<file path="config.mk">
export PLATFORM = sky130hd
export DESIGN_NAME = inst_fetch
export DESIGN_NICKNAME = d
export VERILOG_FILES = /design/src/rtl/inst_fetch.sv
export SDC_FILE = /design/constraint.sdc
export NUM_CORES = 1
export LEC_CHECK = 0
export BUFFER_PORTS_ARGS = -buffer_cell sky130_fd_sc_hd__buf_4
export CORE_ASPECT_RATIO = 0.75
export CORE_MARGIN = 1.5
export CORE_UTILIZATION = 50
export DETAILED_ROUTE_END_ITERATION = 8
export PLACE_DENSITY_LB_ADDON = 0.1
export REMOVE_ABC_BUFFERS = 1
export SYNTH_ARGS = -nofsm -noshare
export SYNTH_HDL_FRONTEND = slang
export SYNTH_SLANG_ARGS = --single-unit
</file>
<file path="constraint.sdc">
create_clock -name clk_i -period 5.3 [get_ports clk_i]
set_input_delay 0.265 -clock clk_i [delete_from_list [all_inputs] [get_ports clk_i]]
set_output_delay 0.265 -clock clk_i [all_outputs]
set_load 0.01 [all_outputs]
</file>
<file path="src/rtl/inst_fetch.sv">
// Instruction-fetch stage: owns the PC, drives the registered-read ROM, and hands
// {pc, inst} pairs to decode through a 2-entry credit-controlled output FIFO.
module inst_fetch #(
    parameter int          ADDR_WIDTH = 10,
    parameter int          DATA_WIDTH = 32,
    parameter logic [31:0] RESET_PC   = 32'h0000_0000
) (
    input  logic                  clk_i,
    input  logic                  rst_ni,
    output logic [ADDR_WIDTH-1:0] rom_addr_o,
    input  logic [DATA_WIDTH-1:0] rom_rd_data_i,
    input  logic                  redirect_valid_i,
    input  logic [31:0]           redirect_pc_i,
    output logic                  id_valid_o,
    input  logic                  id_ready_i,
    output logic [31:0]           id_pc_o,
    output logic [DATA_WIDTH-1:0] id_inst_o
);

    logic [31:0]           fetch_pc_q, fetch_pc_d;
    logic                  resp_live_q, resp_live_d;
    logic [31:0]           resp_pc_q, resp_pc_d;
    logic [1:0]            count_q, count_d;
    logic                  valid_q, valid_d;
    logic [31:0]           pc0_q, pc0_d, pc1_q, pc1_d;
    logic [DATA_WIDTH-1:0] inst0_q, inst0_d, inst1_q, inst1_d;
    logic                  push, pop, issue;

    always_comb begin
        pop        = valid_q & id_ready_i;
        push       = resp_live_q;
        count_d    = count_q + {1'b0, push} - {1'b0, pop};
        pc0_d      = pc0_q;
        inst0_d    = inst0_q;
        pc1_d      = pc1_q;
        inst1_d    = inst1_q;
        fetch_pc_d = fetch_pc_q;
        resp_pc_d  = resp_pc_q;
        resp_live_d = 1'b0;
        issue      = 1'b0;

        // Entry 0 is always the head, so a pop shifts entry 1 down.
        unique case ({push, pop})
            2'b10: begin
                if (count_q == 2'd0) begin
                    pc0_d   = resp_pc_q;
                    inst0_d = rom_rd_data_i;
                end else begin
                    pc1_d   = resp_pc_q;
                    inst1_d = rom_rd_data_i;
                end
            end
            2'b01: begin
                pc0_d   = pc1_q;
                inst0_d = inst1_q;
            end
            2'b11: begin
                if (count_q == 2'd1) begin
                    pc0_d   = resp_pc_q;
                    inst0_d = rom_rd_data_i;
                end else begin
                    pc0_d   = pc1_q;
                    inst0_d = inst1_q;
                    pc1_d   = resp_pc_q;
                    inst1_d = rom_rd_data_i;
                end
            end
            default: ;
        endcase

        if (redirect_valid_i) begin
            count_d    = 2'd0;
            fetch_pc_d = redirect_pc_i & 32'hFFFF_FFFC;
        end else begin
            issue = (count_d <= 2'd1);
            if (issue) begin
                resp_live_d = 1'b1;
                resp_pc_d   = fetch_pc_q;
                fetch_pc_d  = fetch_pc_q + 32'd4;
            end
        end

        valid_d = (count_d != 2'd0);
    end

    always_ff @(posedge clk_i) begin
        if (!rst_ni) begin
            fetch_pc_q  <= RESET_PC;
            resp_live_q <= 1'b0;
            resp_pc_q   <= '0;
            count_q     <= '0;
            valid_q     <= 1'b0;
            pc0_q       <= '0;
            pc1_q       <= '0;
            inst0_q     <= '0;
            inst1_q     <= '0;
        end else begin
            fetch_pc_q  <= fetch_pc_d;
            resp_live_q <= resp_live_d;
            resp_pc_q   <= resp_pc_d;
            count_q     <= count_d;
            valid_q     <= valid_d;
            pc0_q       <= pc0_d;
            pc1_q       <= pc1_d;
            inst0_q     <= inst0_d;
            inst1_q     <= inst1_d;
        end
    end

    // The credit rule guarantees a live response never lands on a full FIFO.
    always_ff @(posedge clk_i) begin
        if (rst_ni && resp_live_q && !redirect_valid_i) begin
            assert (count_q != 2'd2);
        end
    end

    assign rom_addr_o = fetch_pc_q[ADDR_WIDTH+1:2];
    assign id_valid_o = valid_q;
    assign id_pc_o    = pc0_q;
    assign id_inst_o  = inst0_q;

endmodule

</file>
-- After elaboration in Yosys (flattened, before gate mapping)
Cells that the tools add are included.
- output and inout port bits: 75
- input port bits: 68
- bits in registers: 196
- word-level logic and storage cells: 49
- reductions and logical operators: 9
- add/subtract/negate cells: 3
- bitwise gates (word level): 3
- mux-type cells: 16
- magnitude comparators: 1
- equal/unequal tests: 7
- operators with widths (kind ; count):
    32-bit two-way mux ; 10
    32-bit case mux with 3 select lines ; 2
    32-bit case mux with 2 select lines ; 2
    32-bit by 3-bit adder with 32-bit output (second input constant) ; 1
    2-bit inequality test (second input constant) ; 3
    2-bit nonzero test ; 3
    2-bit by 1-bit == test with 1-bit output (second input constant) ; 2
    2-bit == test (second input constant) ; 2
    2-bit AND reduction ; 2
    3-bit AND reduction ; 1
    3-bit nonzero test ; 1
    2-bit by 1-bit adder with 2-bit output ; 1
    2-bit by 1-bit <= comparator with 1-bit output (second input constant) ; 1
    2-bit logical NOT ; 1
    2-bit two-way mux ; 1
    1-bit NOT ; 2
    2-bit OR reduction ; 1
    2-bit by 1-bit subtractor with 2-bit output ; 1
    1-bit AND ; 1
    1-bit two-way mux ; 1

-- Depth between registers and ports, before layout
- depth in word-level cells: 5
- mapped depth: 10
- mapped depth without buffers: 8

-- Worst setup path before layout
No wires, ideal clock.
- kind: flip-flop to flip-flop
- from: register valid_q (netlist: id_valid_o)
- to: register fetch_pc_q[30]
- data arrival time: 2177 ps
- stages on the path, launching flop included: 9
- clock period less this slack: 2294 ps
- data required time: 5182 ps
- setup slack: 3006 ps
- path buffers: 0
- library setup time: 118 ps
- path through: dfxtp_1 and2_1 ha_1 inv_1 ha_1 xnor3_2 nand4_4 or4_1 o2111a_1
- cells in the longest elaborated chain, start to end: 4
- ends and longest elaborated chain (what ; line ; source):
    start: declaration ; 24 ; logic valid_q, valid_d;
    start signal: assignment ; 102 ; valid_q <= valid_d;
    1-bit AND ; 30 ; pop = valid_q & id_ready_i;
    2-bit by 1-bit subtractor with 2-bit output ; 32 ; count_d = count_q + {1'b0, push} - {1'b0, pop};
    2-bit by 1-bit <= comparator with 1-bit output ; 75 ; issue = (count_d <= 2'd1);
    2-bit nonzero test (no source line) ; - ;
    end signal: assignment ; 98 ; fetch_pc_q <= fetch_pc_d;
    end: declaration ; 20 ; logic [31:0] fetch_pc_q, fetch_pc_d;
Every way passes these cells.
A chain may end at the register's enable or synchronous reset.

-- Worst setup path in the final report
- from: register valid_q (netlist: id_valid_o)
- to: register pc0_q[13] (netlist: id_pc_o[13])
- cells in the longest elaborated chain, start to end: 4
- elaborated cells between the ends (all ways): 8
- those cells by class: 4 x eq/ne; 1 x mux; 1 x bitwise; 2 x reduce/logical
- ends and longest elaborated chain (what ; line ; source):
    1-bit AND * ; 30 ;
    2-bit == test / 2-bit by 1-bit == test with 1-bit output (equally long branches) ; 43 ; unique case ({push, pop})
    2-bit inequality test (no source line) / 3-bit nonzero test (equally long branches) ; - ;
    2-bit AND reduction (no source line) ; - ;
    end signal: assignment ; 103 ; pc0_q <= pc0_d;
    end: declaration ; 25 ; logic [31:0] pc0_q, pc0_d, pc1_q, pc1_d;
Every way passes the cells marked *; elsewhere a longest branch is shown, timed or not.

==> flow_summary.toml <==
[run_status]
status = "completed"

[clock_tree]
cts_hold_buf = 0
path_clk_slew_ps = 60
clk_latency_ps = 420
cts_buffer_depth = 2
cts_sinks = 188
postCtsSetupBuffers = 0
h-tree-depth = 4
post_cts_resized = 0
numCtsBuffers = 17
cts-root-buf = "clkbuf_16"
cts_tree = "done"

[timing]
tightest_slew_ps = 1050
timing.hold.ws_ps = 68.6
setup-tns-final_ps = 0
grt_setup_unrepaired = "false"
slew_headroom = 0.302
fin_crit_ps = 2940
skew_ps = 6.25
setup_ws_ps = 2360
fin_crit_sh = 0.555
finalMaxSlewViolations = 0
hold_viol_final = 0
fmax_mhz = 340
setup_violations = 0

[die]
fp.dieH_um = 114
die_w_um = 152
initial_core_util = 0.513
core_area_um2 = 16100
ios = 143
rows = 40
die_area_um2 = 17300

[cells_and_area]
stdcell_area_um2 = 9810
multi_input_area_um2 = 4100
num-fill-cells = 1428
drive_above_1_share = 0.186
area_growth_pct = 18.6
final_util = 0.609
final_nets = 1074
seqCellArea_um2 = 3760
n_antenna_cell = 0

[synth]
synth_top_area_share = 0.455
synthArstFlopShare = 0
synth_edf_count = 0
syn-cell-area_um2 = 8270
yosys-top-cells-area = "dfxtp_1 45%, a221oi_1 6.6%, nand2_1 6.5%"
yosysUniqueCellTypes = 57
synthFlopType = "dfxtp_1"
synth_area_leader_cell = "dfxtp_1"
yosysWarnings = 0
synth-seq-cells = 188
ys_seq_area_frac = 0.455
postSynthCellCount = 929
avgSynthCellArea_um2 = 8.90

[drt]
drc = 0
post_drt_wl_per_cell_um = 16.6
firstDrtPassIters = 5
route.antenna.remaining_nets = 0
wirelength_mm = 20.3
via_per_inst = 5.66
vias = 6910
drt_iter0_markers = 550

[critical_path]
cp-end-kind = "flop"
rrSetupSlack_ps = 2360
crit_slowest_cell = "o22ai_4"
crit_buf_inv = 1
required_ps = 5650
path_class = "flop to flop"
startpoint_type = "flop"
arrival_ps = 3290
crit_family = "compound AO/OA/AOI/OAI gates"
slowest_delay_ps = 810
worstPathCellList = "and2_1 > ha_1 > nand2_1 > o22ai_4 > buf_4 > a221oi_1 > nor3b_1"
cp_max_fo = 33

[grt]
grt_start_max_net_pins = 112
grt_pass1_vias = 6270
grtUsageMet2 = 0.350
grtUsageTotal = 0.239
use_met3 = 0.0518
grt-busiest-layer = "met1"
grt_remaining_overflow = 0
grt_first_pass_wirelength_mm = 32.8
met1_usage = 0.354
antenna_found_initial = 0

[placement]
place_ws_ps = 2310
routabilityCongestion = 0.810
dp_hpwl_mm = 12.6
io_buffers = 138
placement.cell_area_um2 = 9260

[pwr]
power_density_nw_per_um2 = 339
vdd_drop_max_mv = 0.199
leakage_nw = 3.70

[worst_hold_path]
hp-class = "input pin to flop"

[flow_run]
max-cap-violations = 0
## Yosys cell counts, drive strengths merged, types with 8 or more instances
| cell type | instances |
|---|---|
| nand4 | 12 |
| a21boi | 62 |
| a21oi | 9 |
| nor2 | 72 |
| a221oi | 62 |
| nor2b | 35 |
| nor3b | 65 |
| nand2 | 143 |
| o21ai | 30 |
| buf | 42 |
| mux2i | 30 |
| dfxtp | 188 |
| clkbuf | 53 |
| nor4 | 8 |
| a31oi | 8 |
| nand3 | 18 |
## report_power, final
group	switching, W	internal (W)
Sequential	0.0000735	0.00152
Combinational	0.000281	0.000242
Clock	0.000524	0.000687
## worst register-to-register path, stage by stage, from the launching register on
cell	delay (ps)
dfxtp_1	320
and2_1	200
ha_1	360
nand2_1	220
o22ai_4	810
buf_4	510
a221oi_1	210
nor3b_1	230
## cell type report
cell class | instances | share of cell area
sequential | 188 | 0.384
clock buffer | 22 | 0.0494
clock inverter | 6 | 0.00663
timing repair buffer | 147 | 0.114
inverter | 5 | 0.00191
multi-input combinational | 642 | 0.418
tap | 210 | 0.0268
## final timing paths
kind / from / endpoint / depth (start not counted)
max: id_valid_o / id_pc_o[13] / 7
min: redirect_pc_i[3] / fetch_pc_q[3] / 2
max reg2reg: id_valid_o / id_pc_o[13] / 7
min reg2reg: inst1_q[29] / inst1_q[29] / 2
## cell usage in the layout, fill, tap and decap left out, types with 29 or more instances in the layout
cell type  netlist  layout
a21boi_0        62      62
a221oi_1        62      62
buf_4           13     146
dfxtp_1        188     188
mux2i_1         30      30
nand2_1        143     143
nor2_1          72      71
nor2b_1         35      35
nor3b_1         65      65
o21ai_0         29      29
## state kept, by name, indices dropped and copies added (netlist names)
| register | count |
|---|---|
| id_inst_o | 32 |
| resp_pc_q | 30 |
| id_valid_o | 1 |
| pc1_q | 30 |
| id_pc_o | 30 |
| fetch_pc_q | 30 |
| count_q | 2 |
| push | 1 |
| inst1_q | 32 |
## per-layer routing
| layer | share of wire | wire length [um] | vias up |
|---|---|---|---|
| met4 | 0.0092 | 187 | 0 |
| met2 | 0.44 | 8840 | 175 |
| met1 | 0.50 | 10100 | 3300 |
| met3 | 0.056 | 1130 | 14 |
| li1 | - | - | 3421 |
| met5 | 0 | 0 | - |
## kinds of logic after synthesis
| kind of cell | after synthesis | share of synthesized area |
|---|---|---|
| flops | 188 | 0.455 |
| simple gates | 393 | 0.245 |
| xor+xnor | 13 | 0.0174 |
| fa+ha+maj | 5 | 0.00756 |
| compound gates | 199 | 0.182 |
| buf+inv | 100 | 0.0561 |
| mux | 30 | 0.0363 |
| other cells | 1 | 0.000453 |
## stage by stage
step / std cells / power (W)
after floorplan: 835 / 0.00190
after global placement: 1192 / 0.00214
after detailed placement: 1192 / 0.00215
after CTS: 1220 / 0.00335
after global routing: 1220 / 0.00348
final: 1220 / 0.00332
(Power assumes the default switching activity.)
